--- src/rtl/accum_alu_n.sv ---
// accum_alu_n: WIDTH-bit accumulator ALU with 16 opcodes, C/V/Z/N flags and an
// accumulator that can stand in for operand A. Shifts and rotates move one bit
// per clock, and the valid/ready handshake holds the source off while a shift runs.
//
// Ports
//   Clk, Reset          rising-edge clock, synchronous active-high reset
//   in_valid, in_ready  request handshake; transfer = in_valid & in_ready
//   op, src_sel, a, b   opcode, A-source select (1: acc), operands (b[SHW-1:0] = shift amount)
//   cin                 carry-in (ADD) / borrow-in (SUB)
//   out_valid           one-cycle pulse when r and the flags hold a new result
//   r, cf, of, zf, nf   result and carry/borrow, overflow, zero, negative flags
//   busy                multi-cycle shift in progress
module accum_alu_n #(
  parameter int unsigned WIDTH = 8,
  parameter int unsigned SHW   = $clog2(WIDTH)
) (
  input  logic             Clk,
  input  logic             Reset,
  input  logic             in_valid,
  output logic             in_ready,
  input  logic [3:0]       op,
  input  logic             src_sel,
  input  logic [WIDTH-1:0] a,
  input  logic [WIDTH-1:0] b,
  input  logic             cin,
  output logic             out_valid,
  output logic [WIDTH-1:0] r,
  output logic             cf,
  output logic             of,
  output logic             zf,
  output logic             nf,
  output logic             busy
);

  localparam int unsigned W1 = WIDTH + 1;

  typedef enum logic {IDLE, SHIFT} state_t;

  state_t           state;
  logic [WIDTH-1:0] acc;
  logic [WIDTH-1:0] work;
  logic [SHW-1:0]   cnt;
  logic [2:0]       sh_op;   // low opcode bits; every shift/rotate has op[3] = 1
  logic             sh_of;   // sticky sign-change flag for SLA

  logic [WIDTH-1:0] opa;
  logic [SHW-1:0]   k;
  logic [W1-1:0]    sum_add;
  logic [W1-1:0]    diff_sub;
  logic [W1-1:0]    diff_cmp;
  logic [WIDTH-1:0] inc_r;
  logic [WIDTH-1:0] dec_r;

  logic [WIDTH-1:0] alu_r;
  logic [WIDTH-1:0] alu_zn;   // value the Z/N flags are taken from
  logic             alu_cf;
  logic             alu_of;
  logic             alu_accw; // result is written to acc

  logic [WIDTH-1:0] step_w;
  logic             step_out;
  logic             step_flip;

  // Single-cycle datapath: all non-shift ops, and shifts with k = 0
  always_comb begin
    opa      = src_sel ? acc : a;
    k        = b[SHW-1:0];
    sum_add  = {1'b0, opa} + {1'b0, b} + W1'(cin);
    diff_sub = {1'b0, opa} - {1'b0, b} - W1'(cin);
    diff_cmp = {1'b0, opa} - {1'b0, b};
    inc_r    = opa + WIDTH'(1);
    dec_r    = opa - WIDTH'(1);

    alu_r    = opa;
    alu_cf   = 1'b0;
    alu_of   = 1'b0;
    alu_accw = 1'b1;
    case (op)
      4'h0: begin
        alu_r  = sum_add[WIDTH-1:0];
        alu_cf = sum_add[WIDTH];
        alu_of = (opa[WIDTH-1] == b[WIDTH-1]) && (alu_r[WIDTH-1] != opa[WIDTH-1]);
      end
      4'h1: begin
        alu_r  = diff_sub[WIDTH-1:0];
        alu_cf = diff_sub[WIDTH];
        alu_of = (opa[WIDTH-1] != b[WIDTH-1]) && (alu_r[WIDTH-1] != opa[WIDTH-1]);
      end
      4'h2: begin
        alu_r    = opa;
        alu_cf   = diff_cmp[WIDTH];
        alu_of   = (opa[WIDTH-1] != b[WIDTH-1]) && (diff_cmp[WIDTH-1] != opa[WIDTH-1]);
        alu_accw = 1'b0;
      end
      4'h3: alu_r = opa & b;
      4'h4: alu_r = opa | b;
      4'h5: alu_r = ~opa;
      4'h6: begin
        alu_r  = inc_r;
        alu_cf = (opa == {WIDTH{1'b1}});
        alu_of = !opa[WIDTH-1] && inc_r[WIDTH-1];
      end
      4'h7: begin
        alu_r  = dec_r;
        alu_cf = (opa == '0);
        alu_of = opa[WIDTH-1] && !dec_r[WIDTH-1];
      end
      default: alu_r = opa; // shift/rotate by 0: A passes through, cf = of = 0
    endcase
    alu_zn = (op == 4'h2) ? diff_cmp[WIDTH-1:0] : alu_r;
  end

  // One-bit shift/rotate step on the work register
  always_comb begin
    step_w    = work;
    step_out  = 1'b0;
    step_flip = 1'b0;
    case (sh_op)
      3'd0: begin step_w = {work[WIDTH-2:0], 1'b0};         step_out = work[WIDTH-1]; end
      3'd1: begin step_w = {work[WIDTH-2:0], 1'b1};         step_out = work[WIDTH-1]; end
      3'd2: begin step_w = {1'b0, work[WIDTH-1:1]};         step_out = work[0];       end
      3'd3: begin step_w = {1'b1, work[WIDTH-1:1]};         step_out = work[0];       end
      3'd4: begin
        step_w    = {work[WIDTH-2:0], 1'b0};
        step_out  = work[WIDTH-1];
        step_flip = work[WIDTH-1] ^ work[WIDTH-2];  // sign bit after the step differs
      end
      3'd5: begin step_w = {work[WIDTH-1], work[WIDTH-1:1]}; step_out = work[0];       end
      3'd6: begin step_w = {work[WIDTH-2:0], work[WIDTH-1]}; step_out = work[WIDTH-1]; end
      3'd7: begin step_w = {work[0], work[WIDTH-1:1]};       step_out = work[0];       end
    endcase
  end

  // Control FSM, result and flag registers
  always_ff @(posedge Clk) begin
    if (Reset) begin
      state     <= IDLE;
      acc       <= '0;
      work      <= '0;
      cnt       <= '0;
      sh_op     <= '0;
      sh_of     <= 1'b0;
      r         <= '0;
      cf        <= 1'b0;
      of        <= 1'b0;
      zf        <= 1'b0;
      nf        <= 1'b0;
      out_valid <= 1'b0;
      busy      <= 1'b0;
      in_ready  <= 1'b1;
    end else begin
      out_valid <= 1'b0;
      case (state)
        IDLE: begin
          if (in_valid && in_ready) begin
            if (op[3] && (k != '0)) begin
              state    <= SHIFT;
              work     <= opa;
              cnt      <= k;
              sh_op    <= op[2:0];
              sh_of    <= 1'b0;
              busy     <= 1'b1;
              in_ready <= 1'b0;
            end else begin
              r         <= alu_r;
              cf        <= alu_cf;
              of        <= alu_of;
              zf        <= (alu_zn == '0);
              nf        <= alu_zn[WIDTH-1];
              out_valid <= 1'b1;
              // acc updates on the same edge as r, so a back-to-back src_sel=1 op sees it
              if (alu_accw) acc <= alu_r;
            end
          end
        end
        SHIFT: begin
          work  <= step_w;
          cnt   <= cnt - SHW'(1);
          sh_of <= sh_of | step_flip;
          if (cnt == SHW'(1)) begin
            r         <= step_w;
            cf        <= step_out;
            of        <= sh_of | step_flip;
            zf        <= (step_w == '0);
            nf        <= step_w[WIDTH-1];
            acc       <= step_w;
            out_valid <= 1'b1;
            state     <= IDLE;
            busy      <= 1'b0;
            in_ready  <= 1'b1;
          end
        end
        default: state <= IDLE;
      endcase
    end
  end

endmodule

--- config.mk ---
export PLATFORM = sky130hd
export DESIGN_NAME = accum_alu_n
export DESIGN_NICKNAME = d
export VERILOG_FILES = /design/src/rtl/accum_alu_n.sv
export SDC_FILE = /design/constraint.sdc
export NUM_CORES = 1
export LEC_CHECK = 0
export CORE_AREA = 2 2 106 108
export DETAILED_ROUTE_END_ITERATION = 12
export DIE_AREA = 0 0 108 110
export GPL_TIMING_DRIVEN = 0
export PLACE_DENSITY = 0.55
export SLEW_MARGIN = 5
export SYNTH_ARGS = -nofsm -noshare
export SYNTH_HDL_FRONTEND = slang
export SYNTH_SLANG_ARGS = --single-unit
--- constraint.sdc ---
create_clock -name Clk -period 3.9 [get_ports Clk]
set_input_delay 0.585 -clock Clk [delete_from_list [all_inputs] [get_ports Clk]]
set_output_delay 0.585 -clock Clk [all_outputs]
set_load 0.05 [all_outputs]
==> impl_results.md, run 1 <==
- Initial core utilization: 0.389
- Count leader, synth: nor2_1
- DR iter-0 viols: between 300 and 400
- Max_cap viols: 0
- Layout cell share with drive strength beyond 1: 0.114
- Final hold vios: 0
- Worst Reg-to-Reg Cells: 12
- Required @ worst endpoint: 4.11 ns
- Vias in the first global route: 4134
- Critical path arrival: slightly below 4 ns
- FF-to-FF Start: acc[0]
- # port buffers: 36
- GPL Wtd Cong: 0.968
- Sequential fraction of the synthesis area: 0.188
- Skew final: about 0.010 ns
- F_max: around 0.27 GHz
- HP Class: reg2reg
- Cell taking the most area after synthesis: dfxtp_1
- Seq. cell area: approximately 780 sq um
- Clock Sinks: 39
- Final setup fails: 0
- N_diodes: 0
- Synth unique cells: 73
- Post-detail-place hpwl: 11200 microns
- Die Span Y: 110 microns
- Leak pwr: 0.00193 uW
- Setup CP Type: in2reg
- Syn Inst Count: around 550
- Worst slew margin: 0.379
- Synth async-reset ratio: 0
- P&R area growth vs syn: 18.8%
- Number of vias per cell: 5.83
- Setup TNS: 0 ns
- Final Power: around 1600 uW
- I/O pin total: 40
- Post-DR wirelength/cell: 19.2 microns
- Total wire length: 14300 microns
- Slew @ Worst Pin: between 0.9 and 1 ns
- Hold Buf Count CTS: 0
- Die X: 108 microns
- Top_reg_cell synth: dfxtp_1
- CTS tree: yes
- Setup crit start: a[0]
- TritonCTS Buffers: 5
- Max Fanout on Critical Path: 7
- Ys Warns: 0
- H-tree levels: 2
- Initial antenna violation count: 0
- Synthesized area: 4160 sq um
- Synth top area cells: dfxtp_1 (19%), ha_1 (9.9%), nor2_1 (6.7%)
- Yosys top cell area share: 0.188
- Fin crit period: around 3.7 ns
- Final max-slew violation count: 0
- CTS max path bufs: 2
- Via Count: 4346
- Number of fill cells: ~1100
- Row count: 38
- Post-DRT Antenna Nets: 0
- Reg clk slew, reported paths: around 0.080 ns
- Flop2flop setup slack: ~0.56 ns
- Die area: 11900 sq um
- #FFs+latches synth: 39
- RSZ-0062 raised after global routing: false
- Reg-to-Reg End: r[6]
- CP Launch Type: primary input
- Global-route wire length before repair: 22200 microns
- Post-synth top cells: nor2_1 (74), a21oi_1 (41), dfxtp_1 (39), nand2_1 (36), ha_1 (33)
- Root buf cell: clkbuf_8
- Worst Setup EP: r[6]
- Clock Latency Late Sink: 0.30 ns
- First-pass detailed-route iteration total: 6
- Setup crit end kind: flop
- Pwr/cell area: about 320 nW/um^2
- Nets: approximately 670
- Syn Area/Cell: 7.53 sq um
- Status: completed
- Total GRT Usage: 0.243
- DR DRC count: 0
- Period utilization: 0.958
- Multi-input logic area: 3150 sq um
- Largest net degree at the start of global routing: 13
- Number of synthesized flops with an enable pin: 0
- Syn Nets: 614
- Grt total ovfl: 0
- Area of the core: between 10000 and 15000 sq um
- Max VDD drop: 0.201 mV
## power by group
group | switching [uW] | internal, uW | leakage [uW]
Clock | 155 | 207 | 0.0000612
Combinational | 462 | 292 | 0.00155
Sequential | 30.5 | 432 | 0.000320
## registers in the layout, indices dropped and copies added (netlist names)
| signal | cells |
|---|---|
| acc | 8 |
| r | 8 |
| work | 8 |
| cnt | 3 |
| sh_op | 3 |
| busy | 1 |
| cf | 1 |
| in_ready | 1 |
| nf | 1 |
| of | 1 |
| out_valid | 1 |
| sh_of | 1 |
| state | 1 |
| zf | 1 |
## final cells by class
cell class,instances,share of cell area
well taps,140,0.0354
clock buffers,6,0.0167
inverters,33,0.0251
repair buffers,44,0.0850
flip-flops and latches,39,0.158
clock inverters,2,0.00709
multi-input cells,445,0.638
plain buffers,36,0.0349
## worst max-delay path, cell delays in order
cell and delay [ns]:
clkdlybuf4s50_1 0.44, mux2i_4 0.34, ha_1 0.28, inv_1 0.07, fa_1 0.49, inv_1 0.08
ha_1 0.18, nor4b_2 0.38, nor2b_1 0.23, xnor2_1 0.13, a21oi_1 0.12, o31a_1 0.39
a211oi_1 0.22
## through the flow
step / worst slack, ns / hold WS (ns) / instances / instance area (sq um) / util
after floorplan: 0.439 / 0.445 / 553 / 4160 / -
after global placement: -0.595 / 0.443 / 729 / 4700 / 0.439
after detailed placement: -0.572 / 0.452 / 729 / 4700 / 0.439
after CTS: 0.0201 / 0.467 / 737 / 4850 / 0.453
after global routing: 0.00264 / 0.494 / 745 / 4940 / 0.462
final: 0.164 / 0.468 / 745 / 4940 / 0.462
## layer usage
metal / up-vias / routed length (microns) / track usage
met3: 20 / 860 / 0.0382
met4: 0 / 161 / 0.0449
met1: 2086 / 6780 / 0.350
met5: - / 0 / 0
li1: 2099 / - / -
met2: 141 / 6470 / 0.389
## repair_timing
item                                    CTS  global route
gates resized for setup                   5             5
setup buffers                             0             8
endpoints found under the setup margin   12            12
## cell usage in the layout (no fill, tap or decap), drive strengths merged, types with 5 or more instances in the layout
cell           netlist  routed
nand2               36      36
nor3b                6       6
buf                 13      21
o21ai               34      34
nor2b                8       8
ha                  33      33
o21bai               7       7
a221oi               7       7
dfxtp               39      39
inv                 33      33
a31oi                6       6
nand2b              16      16
nand3                6       6
mux2                10      10
mux2i               19      19
a211o                6       6
clkbuf              23      29
nor4                 8       8
o22ai                5       5
a211oi              16      16
xnor2               11      11
xor2                 6       6
a21oi               43      43
clkdlybuf4s50        0      36
nor2                74      74
a21o                 5       5
nor3                23      23
## logic make-up after synthesis
| family | Yosys count | synth area share |
|---|---|---|
| mux | 29 | 0.0803 |
| compound gates | 161 | 0.267 |
| xor+xnor | 17 | 0.0376 |
| simple gates | 202 | 0.243 |
| flops | 39 | 0.188 |
| fa+ha+maj | 36 | 0.114 |
| buf+inv | 69 | 0.0712 |
## worst min path at each step
stage,from,cells after the start,to
finish,r[0],2,r[0]
floorplan,cnt[0],1,cnt[0]
global placement,r[0],2,r[0]
detailed placement,r[0],2,r[0]
global route,r[0],2,r[0]
CTS,r[0],2,r[0]
(Power assumes the default switching activity.)
==> run 2: changes to the inputs <==
Settings changed: ABC_AREA from default to 1, CORE_AREA 2 2 106 108 to 4 4 106 108, DIE_AREA 0 0 108 110 to 0 0 110 112.
==> impl_results.md, run 2 <==
- Status: completed
- Number of vias per cell: 5.37
- Count leader, synth: nand2_1
- Syn Area/Cell: 5.98 sq um
- RSZ-0062 raised after global routing: false
- I/O pin total: 40
- Reg-to-Reg End: zf
- Initial antenna violation count: 0
- Syn Inst Count: between 600 and 700
- Most frequent cells in the layout: nand2_1 (188), inv_1 (95), nand3_1 (66)
- First-pass detailed-route iteration total: 5
- F_max: 0.274 GHz
- Synth async-reset ratio: 0
- Top_reg_cell synth: dfxtp_1
- Commonest non-fill, non-tap cell in the layout: nand2_1
- Worst slew margin: 0.553
- Via Count: ~4600
- DR DRC count: 0
- CP bufs+invs: 6
- Number of fill cells: 1125
- Cell taking the most area after synthesis: dfxtp_1
- Hold Buf Count CTS: 0
- Vias in the first global route: 4289
- Nets: 783
- Post-DR wirelength/cell: 16.3 microns
- Slew @ Worst Pin: 0.668 ns
- Synthesized area: approximately 4000 sq um
- N_diodes: 0
- #FFs+latches synth: 39
- FF-to-FF Start: acc[0]
- Max_cap viols: 0
- Layout cell share with drive strength beyond 1: 0.0775
- Main combinational cell family by area after synthesis: simple AND/OR/NAND/NOR gates
- Global-route wire length before repair: about 22000 microns
- Hold EP: sh_of
- Max VDD drop: 0.155 mV
- Die area: 12300 sq um
- Post-synthesis simple-gate area fraction: 0.388
- Worst Reg-to-Reg Cells: 20
- Largest net degree at the start of global routing: 13
- Post-detail-place hpwl: 11200 microns
- Critical path's slowest cell: clkdlybuf4s50_1
- Largest delay contributor family on the critical path: simple AND/OR/NAND/NOR gates
- Total wire length: 14000 microns
- Synth Area in Compound Gates: 0.175
- GPL Wtd Cong: 0.941
- CTS tree: yes
- Setup crit end kind: flop
- Worst path max stage delay: about 0.55 ns
- Setup CP Type: in2reg
- Critical path arrival: ~3.9 ns
- Sequential fraction of the synthesis area: 0.193
- Initial core utilization: 0.395
- Post-synth top cells: nand2_1 (188), inv_1 (95), nand3_1 (66), nor2_1 (63), dfxtp_1 (39)
- Final max-slew violation count: 0
- Syn Nets: between 700 and 800
- CTS max path bufs: 2
- Setup WS pre-CTS: -0.323 ns
- Mux share of post-synthesis cell area: 0
- Worst hold margin: 0.465 ns
- Yosys top cell area share: 0.193
- Grt total ovfl: 0
- Clock Sinks: 39
- Cell area after layout: 4730 sq um
- Hold depth: 2
- Required @ worst endpoint: approximately 4.1 ns
- Number of synthesized flops with an enable pin: 0
- Reg clk slew, reported paths: 0.08 ns
- Flop2flop setup slack: 0.87 ns
- Final hold vios: 0
- Max Fanout on Critical Path: 9
- HP Class: reg2reg
- H-tree levels: 2
- P&R area growth vs syn: 17.2%
- Final setup fails: 0
- Synth unique cells: 45
- Setup TNS: 0 ns
- DR iter-0 viols: 352
- CP Launch Type: primary input
- Die Span Y: 112 microns
- Period utilization: 0.937
- Largest regs: acc x8, r x8, work x8
- CP Cell Sequence: clkdlybuf4s50_1 -> inv_4 -> nand2_1 -> o21ai_4 -> inv_2 -> ha_1 -> inv_1 -> fa_1 -> inv_1 -> ha_1 -> inv_1 -> nand3_1 -> nand2_1 -> nor2_1 -> nor2_1 -> nand2_1 -> nor2_1 -> nand4_1 -> nor2_1 -> nand3_1 -> nand2_1 -> nand3_1 -> a21oi_1
- Fin crit period: roughly 3.7 ns
- Setup crit start: src_sel
- Ys Warns: 0
- Die X: about 110 microns
- Row count: 37
- Total GRT Usage: 0.230
- TritonCTS Buffers: 5
- # port buffers: 39
- Post-DP Area: 4600 sq um
- Root buf cell: clkbuf_8
- Pwr/cell area: 316 nW/um^2
- Fin worst setup slack: 0.246 ns
- Post-Synth Adder-Cell Area: 0.117
- Area of the core: approximately 10000 sq um
- Skew final: approximately 0.0064 ns
- Hold path startpoint: sh_of
- Post-synthesis xor/xnor area fraction: 0.00651
- Leak pwr: around 0.0024 uW
- Post-DRT Antenna Nets: 0
- Clock Latency Late Sink: roughly 0.30 ns
- Synth top area cells: dfxtp_1 (19%), nand2_1 (17%), ha_1 (10%)
-- run 2: how the worst max path moves through the flow --
stage	depth (start not counted)	endpoint	slack [ns]
after floorplan	21	cf	0.92
after global placement	22	zf	-0.28
after detailed placement	21	r[6]	-0.32
after CTS	22	r[6]	0.20
after global routing	23	zf	0.02
final	23	zf	0.25
-- run 2: per-layer routing --
metal  global-route usage  vias up  part of all wire
met5                    0        -                 0
met4               0.0382        0             0.013
met3               0.0359       18             0.071
met2                0.345      166              0.43
met1                0.347     2132              0.49
li1                     -     2300                 -
-- run 2: metrics by stage --
step	util	instances	total power, uW
5_1_grt	0.463	859	1600
3_5_place_dp	0.450	850	1130
3_3_place_gp	0.450	850	1130
6_report	0.463	859	1500
4_1_cts	0.462	859	1490
2_1_floorplan	-	675	924
-- run 2: cell type report --
cell class                 instances  area [sq um]  share of cell area
inverter                         105           398              0.0841
tap                              136           170              0.0360
clock inverter                     2          35.0             0.00740
multi-input combinational        515          2780               0.587
sequential                        39           781               0.165
clock buffer                       6          82.6              0.0174
timing repair buffer              40           398              0.0841
buffer                            16          88.8              0.0188
-- run 2: where the power goes --
part	switching (uW)	total (uW)	internal, uW
sequential	21.6	454	433
combinational	464	683	219
clock	151	358	207
-- run 2: cell families (layout without fill, tap and decap cells) --
| logic type | count (synthesis) | in the layout |
|---|---|---|
| xor gates and xnor gates | 3 | 3 |
| DFF | 39 | 39 |
| AOI/OAI and AO/OA | 116 | 116 |
| adders and majority gates | 36 | 36 |
| and+or+nand+nor | 360 | 360 |
| buffers and inverters | 121 | 169 |
-- run 2: worst register-to-register path, delay by kind of cell (launching register included) --
kind / cells / cell delay (ns)
AOI/OAI and AO/OA: 2 / 0.33
DFF: 1 / 0.31
and+or+nand+nor: 10 / 1.03
adders and majority gates: 3 / 0.82
buffers and inverters: 5 / 0.48
-- run 2: repair_timing --
item                                   4_1_cts  5_1_grt
buffers inserted                             1        0
setup endpoints to repair                    1        4
gates resized for setup                      0        3
endpoints found under the hold margin        0        0
gates cloned                                 0        0
pin swaps                                    1        0
==> run 3: changes to the inputs <==
Settings changed: CAP_MARGIN from default to 20, CORE_AREA 4 4 106 108 to 4 4 113 115, DIE_AREA 0 0 110 112 to 0 0 117 119, PLACE_DENSITY 0.55 to 0.5.
==> impl_results.md, run 3 (same netlist as run 2, synthesis figures left out) <==
- Status: completed
- Initial antenna violation count: 0
- CP bufs+invs: 5
- Area of the core: about 12000 sq um
- CP Launch Type: primary input
- Post-DRT Antenna Nets: 0
- Setup crit start: a[0]
- RSZ-0062 raised after global routing: false
- Layout cell share with drive strength beyond 1: 0.0762
- Die Span Y: 119 microns
- H-tree levels: 2
- Final hold vios: 0
- Total wire length: 14000 microns
- Vias in the first global route: 4310
- CTS max path bufs: 2
- Via Count: between 4000 and 5000
- Cell area after layout: 4780 sq um
- Combinational fraction of design power: 0.443
- Number of fill cells: 1280
- DR iter-0 viols: 298
- Final setup fails: 0
- Worst slew margin: 0.514
- Critical path arrival: 3.58 ns
- Core Util, Final: 0.404
- Leak pwr: roughly 0.0024 uW
- Seq. cell area: 781 sq um
- Final max-slew violation count: 0
- Max Fanout on Critical Path: 7
- Pwr/cell area: 323 nW/um^2
- Hold Buf Count CTS: 0
- Critical path's slowest cell: clkdlybuf4s50_1
- Final Power: 1540 uW
- FF-to-FF Start: acc[0]
- Fin crit period: 3.40 ns
- Largest regs: acc x8, r x8, work x8
- Die area: 13900 sq um
- Grt total ovfl: 0
- Reg clk slew, reported paths: 0.06 ns
- Max VDD drop: 0.140 mV
- Internal power: 903 uW
- Number of vias per cell: between 5 and 6
- Worst hold margin: 0.464 ns
- Global-route wire length before repair: 22500 microns
- Post-DP Area: 4610 sq um
- Post-DR wirelength/cell: 16.2 microns
- F_max: 0.294 GHz
- Die X: 117 microns
- CP Cell Sequence: clkdlybuf4s50_1 -> nand2_1 -> o21ai_4 -> inv_4 -> ha_1 -> inv_1 -> fa_1 -> inv_1 -> ha_1 -> inv_1 -> nor2_1 -> nand2_1 -> nor2_2 -> nand2_1 -> nand2_1 -> nand3_1 -> nand3_1 -> nand2_1 -> nand3_1 -> nand2_1 -> nand3_1 -> a21oi_1
- Clock Latency Late Sink: approximately 0.28 ns
- Clock Sinks: 39
- Max_cap viols: 0
- DR DRC count: 0
- N_diodes: 0
- Setup CP Type: in2reg
- Sw frac: 0.415
- Root buf cell: clkbuf_16
- Sw Pwr: 641 uW
- HP Class: reg2reg
- First-pass detailed-route iteration total: 5
- Setup crit end kind: flop
- Skew final: 0.00505 ns
- Required @ worst endpoint: between 4 and 5 ns
- Worst path max stage delay: 0.46 ns
- Clk pwr share: 0.262
- Hold path startpoint: in_ready
- Post-detail-place hpwl: 11300 microns
- # port buffers: 39
- Initial core utilization: 0.342
- Multi-input logic area: 2780 sq um
- Commonest non-fill, non-tap cell in the layout: nand2_1
- I/O pin total: 40
- Most frequent cells in the layout: nand2_1 (188), inv_1 (95), nand3_1 (66)
- Period utilization: 0.872
- P&R area growth vs syn: 18.3%
- CTS tree: yes
- GPL Wtd Cong: 0.902
- Largest net degree at the start of global routing: 12
- Total GRT Usage: 0.204
- TritonCTS Buffers: 5
- Largest delay contributor family on the critical path: simple AND/OR/NAND/NOR gates
- Crit-path most repeated cell: nand2_1
- Nets: between 700 and 800
- Row count: 40
- Slew @ Worst Pin: 0.727 ns
- Sequential share of power: 0.295
## run 3: worst reg2reg max path, delay by kind of cell (launching register included)
family / cells / cell delay (ns)
and+or+nand+nor: 11 / 1.08
AOI/OAI and AO/OA: 2 / 0.27
buffers and inverters: 5 / 0.45
DFF: 1 / 0.30
adders and majority gates: 3 / 0.81
## run 3: power groups by stage
stage | clock, uW | sequential (uW) | combinational [uW]
after CTS | 414 | 455 | 678
after floorplan | 0 | 510 | 414
after detailed placement | 0 | 463 | 671
after global placement | 0 | 463 | 667
after global routing | 427 | 459 | 761
final | 404 | 455 | 684
## run 3: repair_timing
action	in CTS	in global routing
gates resized for setup	0	5
pin swaps	1	0
setup buffers	1	0
endpoints found under the hold margin	0	0
endpoints found under the setup margin	3	6
gates cloned	0	0
## run 3: area by class of cell
type	count	area share
buffer	16	0.0186
sequential	39	0.163
clock buffer	6	0.0291
multi-input combinational	515	0.582
inverter	105	0.0838
tap	147	0.0385
clock inverter	1	0.00105
timing repair buffer	40	0.0838
## run 3: worst paths after layout
kind / depth (start not counted) / to / slack (ns)
worst max-delay path: 22 / zf / 0.50
worst min-delay path: 2 / in_ready / 0.46
worst max register to register: 21 / zf / 0.87
worst min register to register: 2 / in_ready / 0.46
## run 3: stage by stage
stage / worst slack [ns] / TNS [ns] / instances
after floorplan: 0.919 / 0 / 675
after global placement: -0.293 / -2.27 / 861
after detailed placement: -0.358 / -3.05 / 861
after CTS: 0.160 / 0 / 869
after global routing: 0.181 / 0 / 869
final: 0.498 / 0 / 869
## run 3: per-layer routing
metal | GRT usage | part of all wire | up-vias
met5 | 0 | 0 | -
met4 | 0.0308 | 0.0087 | 0
met3 | 0.0325 | 0.061 | 15
met2 | 0.311 | 0.44 | 137
met1 | 0.306 | 0.49 | 2067
li1 | - | - | 2297
